`config.mk`:
```
export PLATFORM = sky130hd
export DESIGN_NAME = fifo_ctrl
export DESIGN_NICKNAME = d
export VERILOG_FILES = /design/src/rtl/fifo_pkg.sv /design/src/rtl/fifo_ctrl_ns.sv /design/src/rtl/fifo_ctrl.sv
export SDC_FILE = /design/constraint.sdc
export NUM_CORES = 1
export LEC_CHECK = 0
export ABC_CLOCK_PERIOD_IN_PS = 4019
export CAP_MARGIN = 15
export CORE_MARGIN = 5
export CORE_UTILIZATION = 40
export DETAILED_ROUTE_END_ITERATION = 10
export GPL_TIMING_DRIVEN = 1
export PLACE_DENSITY = 0.69
export RECOVER_POWER = 50
export SLEW_MARGIN = 20
export SYNTH_ARGS = -nofsm -noshare
export SYNTH_HDL_FRONTEND = slang
export SYNTH_SLANG_ARGS = --single-unit
```
`constraint.sdc`:
```
create_clock -name clk -period 4.02 [get_ports clk]
set_input_delay 0.603 -clock clk [delete_from_list [all_inputs] [get_ports clk]]
set_output_delay 0.603 -clock clk [all_outputs]
set_load 0.03 [all_outputs]
```
`src/rtl/fifo_pkg.sv`:
```
// Shared constants and state encoding for the 8-entry FIFO control path.
package fifo_pkg;

  localparam int DEPTH  = 8;
  localparam int ADDR_W = 3;
  localparam int CNT_W  = 4;

  // Controller states. The encoding is fixed because the register file and
  // debug tooling decode these values directly.
  typedef enum logic [2:0] {
    INIT   = 3'd0,
    NO_OP  = 3'd1,
    WRITE  = 3'd2,
    WR_ERR = 3'd3,
    READ   = 3'd4,
    RD_ERR = 3'd5
  } state_t;

endpackage : fifo_pkg

```
`src/rtl/fifo_ctrl_ns.sv`:
```
// Combinational next-state, next-pointer and next-count logic for fifo_ctrl.
// The request decode is the same from every state, so the current state is
// not an input here.
module fifo_ctrl_ns
  import fifo_pkg::*;
(
  input  logic              reset_n,
  input  logic              wr_en,
  input  logic              rd_en,
  input  logic              full,
  input  logic              empty,
  input  logic [ADDR_W-1:0] head,
  input  logic [ADDR_W-1:0] tail,
  input  logic [CNT_W-1:0]  count,
  output state_t            state_next,
  output logic [ADDR_W-1:0] head_next,
  output logic [ADDR_W-1:0] tail_next,
  output logic [CNT_W-1:0]  count_next,
  output logic              we,
  output logic              re
);

  // Decode the request pair against occupancy and derive the strobes.
  always_comb begin
    // NOTE: every output gets a value before any branch so no path through
    // this block leaves one unassigned (which would infer a latch).
    state_next = NO_OP;
    head_next  = head;
    tail_next  = tail;
    count_next = count;
    we         = 1'b0;
    re         = 1'b0;

    unique case ({wr_en, rd_en})
      2'b10: begin
        if (!full) begin
          state_next = WRITE;
          we         = reset_n;
          tail_next  = tail + ADDR_W'(1);  // wraps modulo DEPTH
          count_next = count + CNT_W'(1);
        end else begin
          state_next = WR_ERR;
        end
      end
      2'b01: begin
        if (!empty) begin
          state_next = READ;
          re         = reset_n;
          head_next  = head + ADDR_W'(1);  // wraps modulo DEPTH
          count_next = count - CNT_W'(1);
        end else begin
          state_next = RD_ERR;
        end
      end
      // Idle, or simultaneous read and write: nothing moves, no ack/error.
      default: state_next = NO_OP;
    endcase
  end

endmodule : fifo_ctrl_ns

```
`src/rtl/fifo_ctrl.sv`:
```
// Control path of the 8-entry FIFO: state/pointer/count registers with a
// synchronous reset, plus occupancy and handshake decode.
module fifo_ctrl
  import fifo_pkg::*;
(
  input  logic              clk,
  input  logic              reset_n,
  input  logic              wr_en,
  input  logic              rd_en,
  output logic              we,
  output logic [ADDR_W-1:0] waddr,
  output logic              re,
  output logic [ADDR_W-1:0] raddr,
  output logic [CNT_W-1:0]  count,
  output logic              full,
  output logic              empty,
  output logic              wr_ack,
  output logic              wr_err,
  output logic              rd_ack,
  output logic              rd_err
);

  state_t            state_q, state_next;
  logic [ADDR_W-1:0] head_q, head_next;
  logic [ADDR_W-1:0] tail_q, tail_next;
  logic [CNT_W-1:0]  count_q, count_next;

  // Occupancy flags come from the registered count only.
  assign full  = (count_q == CNT_W'(DEPTH));
  assign empty = (count_q == '0);

  fifo_ctrl_ns u_ns (
    .reset_n    (reset_n),
    .wr_en      (wr_en),
    .rd_en      (rd_en),
    .full       (full),
    .empty      (empty),
    .head       (head_q),
    .tail       (tail_q),
    .count      (count_q),
    .state_next (state_next),
    .head_next  (head_next),
    .tail_next  (tail_next),
    .count_next (count_next),
    .we         (we),
    .re         (re)
  );

  // State, pointer and count registers; reset overrides any request.
  always_ff @(posedge clk) begin
    // NOTE: reset is sampled only on the clock edge, so it is tested inside
    // the block rather than listed in the sensitivity list; non-blocking
    // assignments keep every register updating from pre-edge values.
    if (!reset_n) begin
      state_q <= INIT;
      head_q  <= '0;
      tail_q  <= '0;
      count_q <= '0;
    end else begin
      state_q <= state_next;
      head_q  <= head_next;
      tail_q  <= tail_next;
      count_q <= count_next;
    end
  end

  assign waddr = tail_q;
  assign raddr = head_q;
  assign count = count_q;

  // Moore handshake flags: they report the outcome of last cycle's request.
  assign wr_ack = (state_q == WRITE);
  assign wr_err = (state_q == WR_ERR);
  assign rd_ack = (state_q == READ);
  assign rd_err = (state_q == RD_ERR);

endmodule : fifo_ctrl

```
# Word-level counts from Yosys, hierarchy flattened
# Cells that the tools add are included.
[word_totals]
elab_cells = 34
register_bits = 13
out_inout_bits = 18
input_bits = 4
[op_classes]
add_sub_neg = 4
n_eq_ne = 9
n_mux = 10
n_reduce_logical = 5
bitwise = 2
[ops]
columns = ["op", "count"]
rows = [
  ["2-to-1 mux 4 bit", 2],
  ["case mux 4 bit (2 select lines)", 1],
  ["adder 3 x 1 -> 3 bit, second input constant", 2],
  ["== test 3 x 2 -> 1 bit, second input constant", 2],
  ["== test 3 bit, second input constant", 2],
  ["2-to-1 mux 1 bit", 6],
  ["case mux 3 bit (2 select lines)", 1],
  ["adder 4 x 1 -> 4 bit, second input constant", 1],
  ["== test 4 bit, second input constant", 1],
  ["zero test 4 bit", 1],
  ["!= test 2 bit, second input constant", 2],
  ["AND reduction 2 bit", 2],
  ["subtractor 4 x 1 -> 4 bit, second input constant", 1],
  ["AND reduction 3 bit", 1],
  ["== test 2 x 1 -> 1 bit, second input constant", 1],
  ["== test 2 bit, second input constant", 1],
  ["NOT 1 bit", 2],
  ["nonzero test 2 bit", 1],
]

# Logic depth before layout (Yosys ltp)
# Gate-level depths: netlist of the first run.
[depth]
depth_word = 3
depth_mapped = 9
mapped_depth_nobuf = 8

# Modules after synthesis
# A second synthesis of the first run with hierarchy kept.
[unflattened]
cells_unflattened = 84
hier_area_um2 = 793.3
[modules_own_cells]
columns = ["module", "cells_per_inst", "seq_area_each_um2", "n_inst", "area_per_inst_um2"]
rows = [
  ["fifo_ctrl", 33, 260.2, 1, 409.1],
  ["fifo_ctrl_ns", 51, 0.0, 1, 384.1],
]

# Least setup slack after synthesis of the first run
# Ideal clock, no wire load.
[synth_timing]
path_kind = "register to output"
startpoint = "register count_q[1], in the netlist count[1]"
endpoint = "output port re"
n_path_buf = 0
stages_incl_launch_ff = 3
t_required_ns = 3.417
setup_slack_ns = 2.047
t_arrival_ns = 1.370
path_cell_list = "dfxtp_1 > or4_4 > and3_2"
[synth_via]
elab_chain_cells = 3
[synth_lines]
columns = ["element", "line_no", "source"]
rows = [
  ["start: declaration", "fifo_ctrl.sv:26", "logic [CNT_W-1:0] count_q, count_next;"],
  ["start signal: assignment", "fifo_ctrl.sv:63", "count_q <= count_next;"],
  ["zero test 4 bit", "fifo_ctrl.sv:30", "assign empty = (count_q == '0);"],
  ["2-to-1 mux 1 bit", "fifo_ctrl_ns.sv:46", "if (!empty) begin"],
  ["2-to-1 mux 1 bit", "fifo_ctrl_ns.sv:34", "unique case ({wr_en, rd_en})"],
  ["end: declaration", "fifo_ctrl.sv:12", "output logic re,"],
]
# Every way passes these cells.

# Worst setup path after layout of the first run
[layout_timing]
startpoint = "input port rd_en"
endpoint = "output port re"
[layout_via]
elab_chain_cells = 2
[layout_lines]
columns = ["element", "line_no", "source"]
rows = [
  ["start: declaration", "fifo_ctrl.sv:9", "input logic rd_en,"],
  ["== test 2 x 1 -> 1 bit", "fifo_ctrl_ns.sv:34", ""],
  ["2-to-1 mux 1 bit", "fifo_ctrl_ns.sv:34", ""],
]
# Every way passes these cells.

==> run_results.csv, run 1 <==
group,metric,value,unit
route,wl_per_cell,10.92,um
die,initial_core_util,0.4255,
sta,setup_tns,0,ps
status,outcome,"complete, no violations",
die,dieArea,2843,um^2
setup_path,cp_max_fo,13,
layout,stdcell_area,985.9,um^2
cts,insertion_delay,270,ps
setup_path,crit_chain,"dlygate4sd3_1 > ha_1 > and3_2 > clkdlybuf4s50_1",
yosys,yosysMostFrequentCell,"dfxtp_1",
yosys,synth_largest_area_cell,"dfxtp_1",
setup_path,crit_path_start_kind,"input port",
cts,cts_max_level,1,
sta,drv_slew,0,
sta,setup-violations-final,0,
layout,fillCellCount,189,
yosys,ys_types,33,
sta,fin_crit_sh,0.7798,
worst_hold_path,min_from,"raddr[1]$_SDFFE_PN0P_",
sta,skew,3.252,ps
setup_path,critPathKind,"input port to output pin",
placed_design,io_buffers,21,
global_routing,antenna_found_initial,0,
layout,final_util,0.5589,
power,leakagePower,0.4315,nW
yosys,syn_area,750.7,um^2
die,die_x,53.32,um
yosys,synthTopCellsByCount,"dfxtp_1 (13), and2_1 (7), nand2_1 (7)",
placed_design,placed_area,977.2,um^2
yosys,synth_edf_count,0,
cts,cts_resized,0,
cts,cts_tree,"yes",
cts,path_clk_slew,70,ps
setup_path,critPathSlowestCell,"clkdlybuf4s50_1",
sta,hold_viol_final,0,
layout,stdcell_count,125,
setup_path,cp-end-kind,"output pin",
yosys,ys.flop_type,"dfxtp_1",
cts,cts_max_path_buffers,2,
die,die_h,53.32,um
power,total_power,0.3803,mW
setup_path,worst_ep_required_time,3420,ps
yosys,synth_cells,77,
sta,max_slew.worst_pin.slew,674.5,ps
cts,cts_made_buffers,3,
sta,fmax,0.3190,GHz
layout,nNetsFinal,111,
yosys,synth.top_cell.area_share,0.3467,
cts,hold_buffers,0,
route,drcViolationCount,0,
layout,antenna_cells,0,
global_routing,grt_first_pass_wirelength,2228,um
yosys,synth_area_leaders,"dfxtp_1 (35%), ha_1 (10%), and2_1 (5.8%)",
setup_path,rrSetupSlack,2220,ps
sta,rsz0062_at_grt,"false",
worst_hold_path,holdPathStages,2,
route,drtIter0Drc,3,
yosys,yosys_warnings,0,
setup_path,r2r_cells,5,
sta,slew_headroom,0.5503,
layout,post_route_cells_drive_above_1_share,0.1000,
global_routing,grt_util_all_layers,0.1085,
yosys,yosysSeqAreaShare,0.3467,
yosys,async_flop_share,0,
setup_path,r2r-start,"count[1]$_SDFFE_PN0P_",
route,via_per_inst,4.816,
sta,layout_setup_ws,885.2,ps
cts,postCtsSetupBuffers,0,
yosys,synth_nets,87,
setup_path,max_stage_delay,660,ps
cts,clock-sinks,13,
route,antenna_left,0,
die,pin_count,22,
setup_path,r2r-end,"count[0]$_SDFFE_PN0P_",
die,rows,15,
placed_design,place_ws,892.6,ps
global_routing,overflow,0,
route,dr.pass1.iters,2,
yosys,postSynthAreaPerCell,9.750,um^2
route,vias,602,
sta,min_period,3135,ps
global_routing,grt_pass1_vias,546,
power,ir_drop,0.1938,mV
die,coreArea,1764,um^2
placed_design,dp_cells,121,
worst_hold_path,whs_endpoint,"raddr[1]$_SDFFE_PN0P_",
route,routed_wl,1365,um
setup_path,arrival,2530,ps
placed_design,finalWeightedCongestion,0.7741,
worst_hold_path,min_path_type,"flip-flop to flip-flop",
yosys,synth_seq_cells,13,
global_routing,grt_max_degree,18,
sta,fin_hold_ws,491.3,ps
cts,cts_root_buffer,"clkbuf_4",
layout,area_growth_syn_to_layout,31.33,%
job,maxCapViolations,0,
placed_design,post-dp-hpwl,1053,um
power,power.density,385.7,nW/um^2
final cells by class:
cell class                 count  area, um^2  area share
timing repair buffer          21       210.2      0.2132
sequential                    13       260.3      0.2640
clock buffer                   4       26.28     0.02665
inverter                       4       18.77     0.01904
multi-input combinational     58       439.2      0.4454
tap                           25       31.28     0.03173
state kept, by name (all words and copies together) (netlist names):
register / cells
count: 4
raddr: 3
state_q: 3
waddr: 3
cells in the final DEF (no fill, tap or decap):
| master | synthesis | final |
|---|---|---|
| clkdlybuf4s50_1 | 0 | 14 |
| dfxtp_1 | 13 | 13 |
| nand2_1 | 7 | 7 |
| dlygate4sd3_1 | 0 | 7 |
| ha_1 | 6 | 6 |
| nand3_1 | 5 | 5 |
| xnor2_1 | 5 | 5 |
| and2_0 | 0 | 4 |
| and2_1 | 7 | 3 |
| nand2b_1 | 3 | 3 |
| clkbuf_4 | 0 | 3 |
| xor2_1 | 2 | 2 |
| inv_1 | 2 | 2 |
| and3b_1 | 2 | 2 |
| nor3b_1 | 2 | 2 |
| a221oi_1 | 1 | 2 |
| a21boi_0 | 2 | 2 |
| or4_4 | 1 | 1 |
| inv_4 | 1 | 1 |
| or4b_4 | 1 | 1 |
| clkinv_2 | 1 | 1 |
| and3_2 | 1 | 1 |
| and3_1 | 1 | 1 |
| nor2_1 | 1 | 1 |
| nand4_1 | 1 | 1 |
| a21bo_2 | 1 | 1 |
| nand3b_1 | 1 | 1 |
| a221o_2 | 1 | 1 |
| a221o_1 | 1 | 1 |
| o211a_1 | 1 | 1 |
| nor2b_1 | 1 | 1 |
| a21oi_1 | 1 | 1 |
| mux2i_1 | 1 | 1 |
| o21ai_0 | 1 | 1 |
| clkbuf_1 | 1 | 1 |
per-layer routing:
layer / global-route usage / vias up / wire (um)
li1: - / 315 / -
met1: 0.1349 / 270 / 684
met2: 0.1653 / 15 / 595
met3: 0.01972 / 2 / 66
met4: 0.07660 / 0 / 19
met5: 0 / - / 0
cells by family after synthesis:
| kind of cell | share of synthesized area |
|---|---|
| buffers and inverters | 0.04500 |
| xor gates and xnor gates | 0.08167 |
| adders and majority gates | 0.1000 |
| and+or+nand+nor | 0.2783 |
| DFF | 0.3467 |
| muxes | 0.01333 |
| AOI/OAI and AO/OA | 0.1350 |
power breakdown:
part	internal [mW]	total (mW)	leakage, nW	switching (mW)
Clock	0.0384	0.0780	0.0150	0.0397
Combinational	0.0643	0.143	0.310	0.0786
Sequential	0.141	0.159	0.106	0.0183
how the worst max path moves through the flow:
| stage | cells past startpoint | endpoint | slack [ps] | startpoint |
|---|---|---|---|---|
| after floorplan | 2 | re | 2050 | count[1]$_SDFFE_PN0P_ |
| after global placement | 4 | re | 930 | rd_en |
| after detailed placement | 4 | re | 890 | rd_en |
| after CTS | 4 | re | 900 | rd_en |
| after global routing | 4 | re | 790 | rd_en |
| final | 4 | re | 890 | rd_en |
worst max-delay path: cells and delay by family:
kind          cells  cell delay, ps
fa+ha+maj         1             430
buf+inv           2            1230
simple gates      1             260
Note: power is estimated with default switching activity, not from simulation.
==> inputs of run 2 (changes only) <==
--- a/config.mk
+++ b/config.mk
@@ -5,7 +5,7 @@
 export SDC_FILE = /design/constraint.sdc
 export NUM_CORES = 1
 export LEC_CHECK = 0
-export ABC_CLOCK_PERIOD_IN_PS = 4019
+export ABC_CLOCK_PERIOD_IN_PS = 3000
 export CAP_MARGIN = 15
 export CORE_MARGIN = 5
 export CORE_UTILIZATION = 40
==> constraint.sdc (replaced) <==
create_clock -name clk -period 3 [get_ports clk]
set_input_delay 0.45 -clock clk [delete_from_list [all_inputs] [get_ports clk]]
set_output_delay 0.45 -clock clk [all_outputs]
set_load 0.03 [all_outputs]
==> run 2 against run 1 <==
Against the previous run:
- power grew 35%
- clock skew shrank 1.4 ps
- critical path depth is the same
- register-to-register slack lost 970 ps
- via count grew 0.33%
- worst setup slack lost 570 ps
- flip-flop and latch count is the same
- routed wire length grew 1.8%
- global-route usage grew 0.36 points
==> run_results.csv, run 2 (synthesis gave the netlist of run 1 again) <==
group,metric,value,unit
cts,hold_buffers,0,
route,vias,604,
power,clkPwrFrac,0.205,
setup_path,r2r-start,"count[0]$_SDFFE_PN0P_",
global_routing,grt_pass1_vias,554,
layout,largest_reg_flops,4,
sta,fin_hold_ws,484.7,ps
cts,cts_root_buffer,"clkbuf_4",
power,ir_drop,0.2387,mV
layout,multi_input_comb_area,439.2,um^2
placed_design,finalWeightedCongestion,0.7831,
layout,stdcell_count,127,
setup_path,arrival,2240,ps
route,drcViolationCount,0,
placed_design,post-dp-hpwl,1094,um
worst_hold_path,min_from,"waddr[1]$_SDFFE_PN0P_",
cts,clock-sinks,13,
global_routing,antenna_found_initial,0,
power,internal-power,0.3282,mW
layout,antenna_cells,0,
sta,layout_setup_ws,311.6,ps
setup_path,r2r-end,"count[0]$_SDFFE_PN0P_",
status,outcome,"complete, no violations",
setup_path,r2r_cells,5,
layout,final_cell_mix,"clkdlybuf4s50_1 (14), dfxtp_1 (13), nand2_1 (7), dlygate4sd3_1 (7), ha_1 (6)",
sta,fin_crit_sh,0.8961,
setup_path,cp_max_fo,9,
global_routing,grt_max_degree,11,
die,initial_core_util,0.4255,
cts,path_clk_slew,80,ps
layout,fillCellCount,182,
sta,min_period,2688,ps
global_routing,overflow,0,
cts,insertion_delay,270,ps
setup_path,crit_path_start_kind,"input port",
layout,seqCellArea,260.3,um^2
cts,cts_max_level,1,
die,die_x,53.32,um
cts,cts_max_path_buffers,2,
sta,fmax,0.3720,GHz
layout,area_growth_syn_to_layout,32.83,%
route,wl_per_cell,10.94,um
worst_hold_path,min_path_type,"flip-flop to flip-flop",
sta,hold_viol_final,0,
placed_design,place_ws,310.8,ps
power,pwr-share-comb,0.380,
sta,max_slew.worst_pin.slew,654.2,ps
sta,rsz0062_at_grt,"false",
sta,setup-violations-final,0,
setup_path,critPathKind,"input port to output pin",
die,rows,15,
die,die_h,53.32,um
setup_path,rrSetupSlack,1250,ps
sta,drv_slew,0,
power,leakagePower,0.4394,nW
layout,stdcell_area,997.2,um^2
power,power.density,514.4,nW/um^2
route,drtIter0Drc,3,
setup_path,worst_ep_required_time,2550,ps
power,swShare,0.3601,
power,p_seq_frac,0.415,
route,via_per_inst,4.756,
power,p_switching,0.1847,mW
global_routing,grt_first_pass_wirelength,2256,um
route,routed_wl,1390,um
die,dieArea,2843,um^2
layout,post_route_cells_drive_above_1_share,0.1078,
job,maxCapViolations,0,
die,coreArea,1764,um^2
worst_hold_path,holdPathStages,2,
layout,nNetsFinal,113,
placed_design,dp_cells,123,
sta,setup_tns,0,ps
placed_design,placed_area,992.2,um^2
route,dr.pass1.iters,4,
die,pin_count,22,
route,antenna_left,0,
worst_hold_path,whs_endpoint,"waddr[1]$_SDFFE_PN0P_",
cts,cts_tree,"yes",
cts,cts_made_buffers,3,
cts,postCtsSetupBuffers,0,
sta,slew_headroom,0.5638,
layout,final_common_cell,"clkdlybuf4s50_1",
global_routing,grt_util_all_layers,0.1120,
cts,cts_resized,0,
setup_path,cp-end-kind,"output pin",
placed_design,io_buffers,21,
sta,skew,1.815,ps
## run 2: cell count changes in the layout (fill, tap and decap cells not counted)
cell | previous run | this run
buf_4 | 0 | 1
and2_1 | 3 | 5
and2_0 | 4 | 2
clkbuf_1 | 1 | 2
## run 2: layer usage
layer | track usage | vias up | wire [um]
met1 | 0.1301 | 266 | 677
met3 | 0.02817 | 2 | 78
met5 | 0 | - | 0
met2 | 0.1776 | 17 | 607
met4 | 0.07660 | 0 | 27
li1 | - | 319 | -
## run 2: critical path: stages
cell             delay, ps
dlygate4sd3_1          570
ha_1                   330
and3_2                 230
clkdlybuf4s50_1        660
## run 2: metrics by stage
| stage | power [mW] | utilization |
|---|---|---|
| global placement | 0.4229 | 0.5624 |
| CTS | 0.5324 | 0.5773 |
| floorplan | 0.3530 | - |
| detailed placement | 0.4235 | 0.5624 |
| finish | 0.5129 | 0.5652 |
| global route | 0.5464 | 0.5652 |
## run 2: how the worst max path moves through the flow
stage / from / endpoint / depth (start not counted)
after detailed placement: rd_en / re / 4
final: rd_en / re / 4
after global routing: rd_en / re / 4
after CTS: rd_en / re / 4
after floorplan: count[1]$_SDFFE_PN0P_ / re / 2
after global placement: rd_en / re / 4
## run 2: cell type report
type                            count  area share
Tap cell                           25     0.03137
Timing Repair Buffer               23      0.2221
Clock buffer                        4     0.02635
Multi-Input combinational cell     58      0.4404
Inverter                            4     0.01882
Sequential cell                    13      0.2610
## run 2: power groups by stage
stage,sequential [mW],combinational (mW),clock (mW)
6_report,0.213,0.195,0.105
2_1_floorplan,0.239,0.114,0
3_3_place_gp,0.217,0.206,0
3_5_place_dp,0.217,0.207,0
4_1_cts,0.213,0.208,0.111
5_1_grt,0.217,0.212,0.118
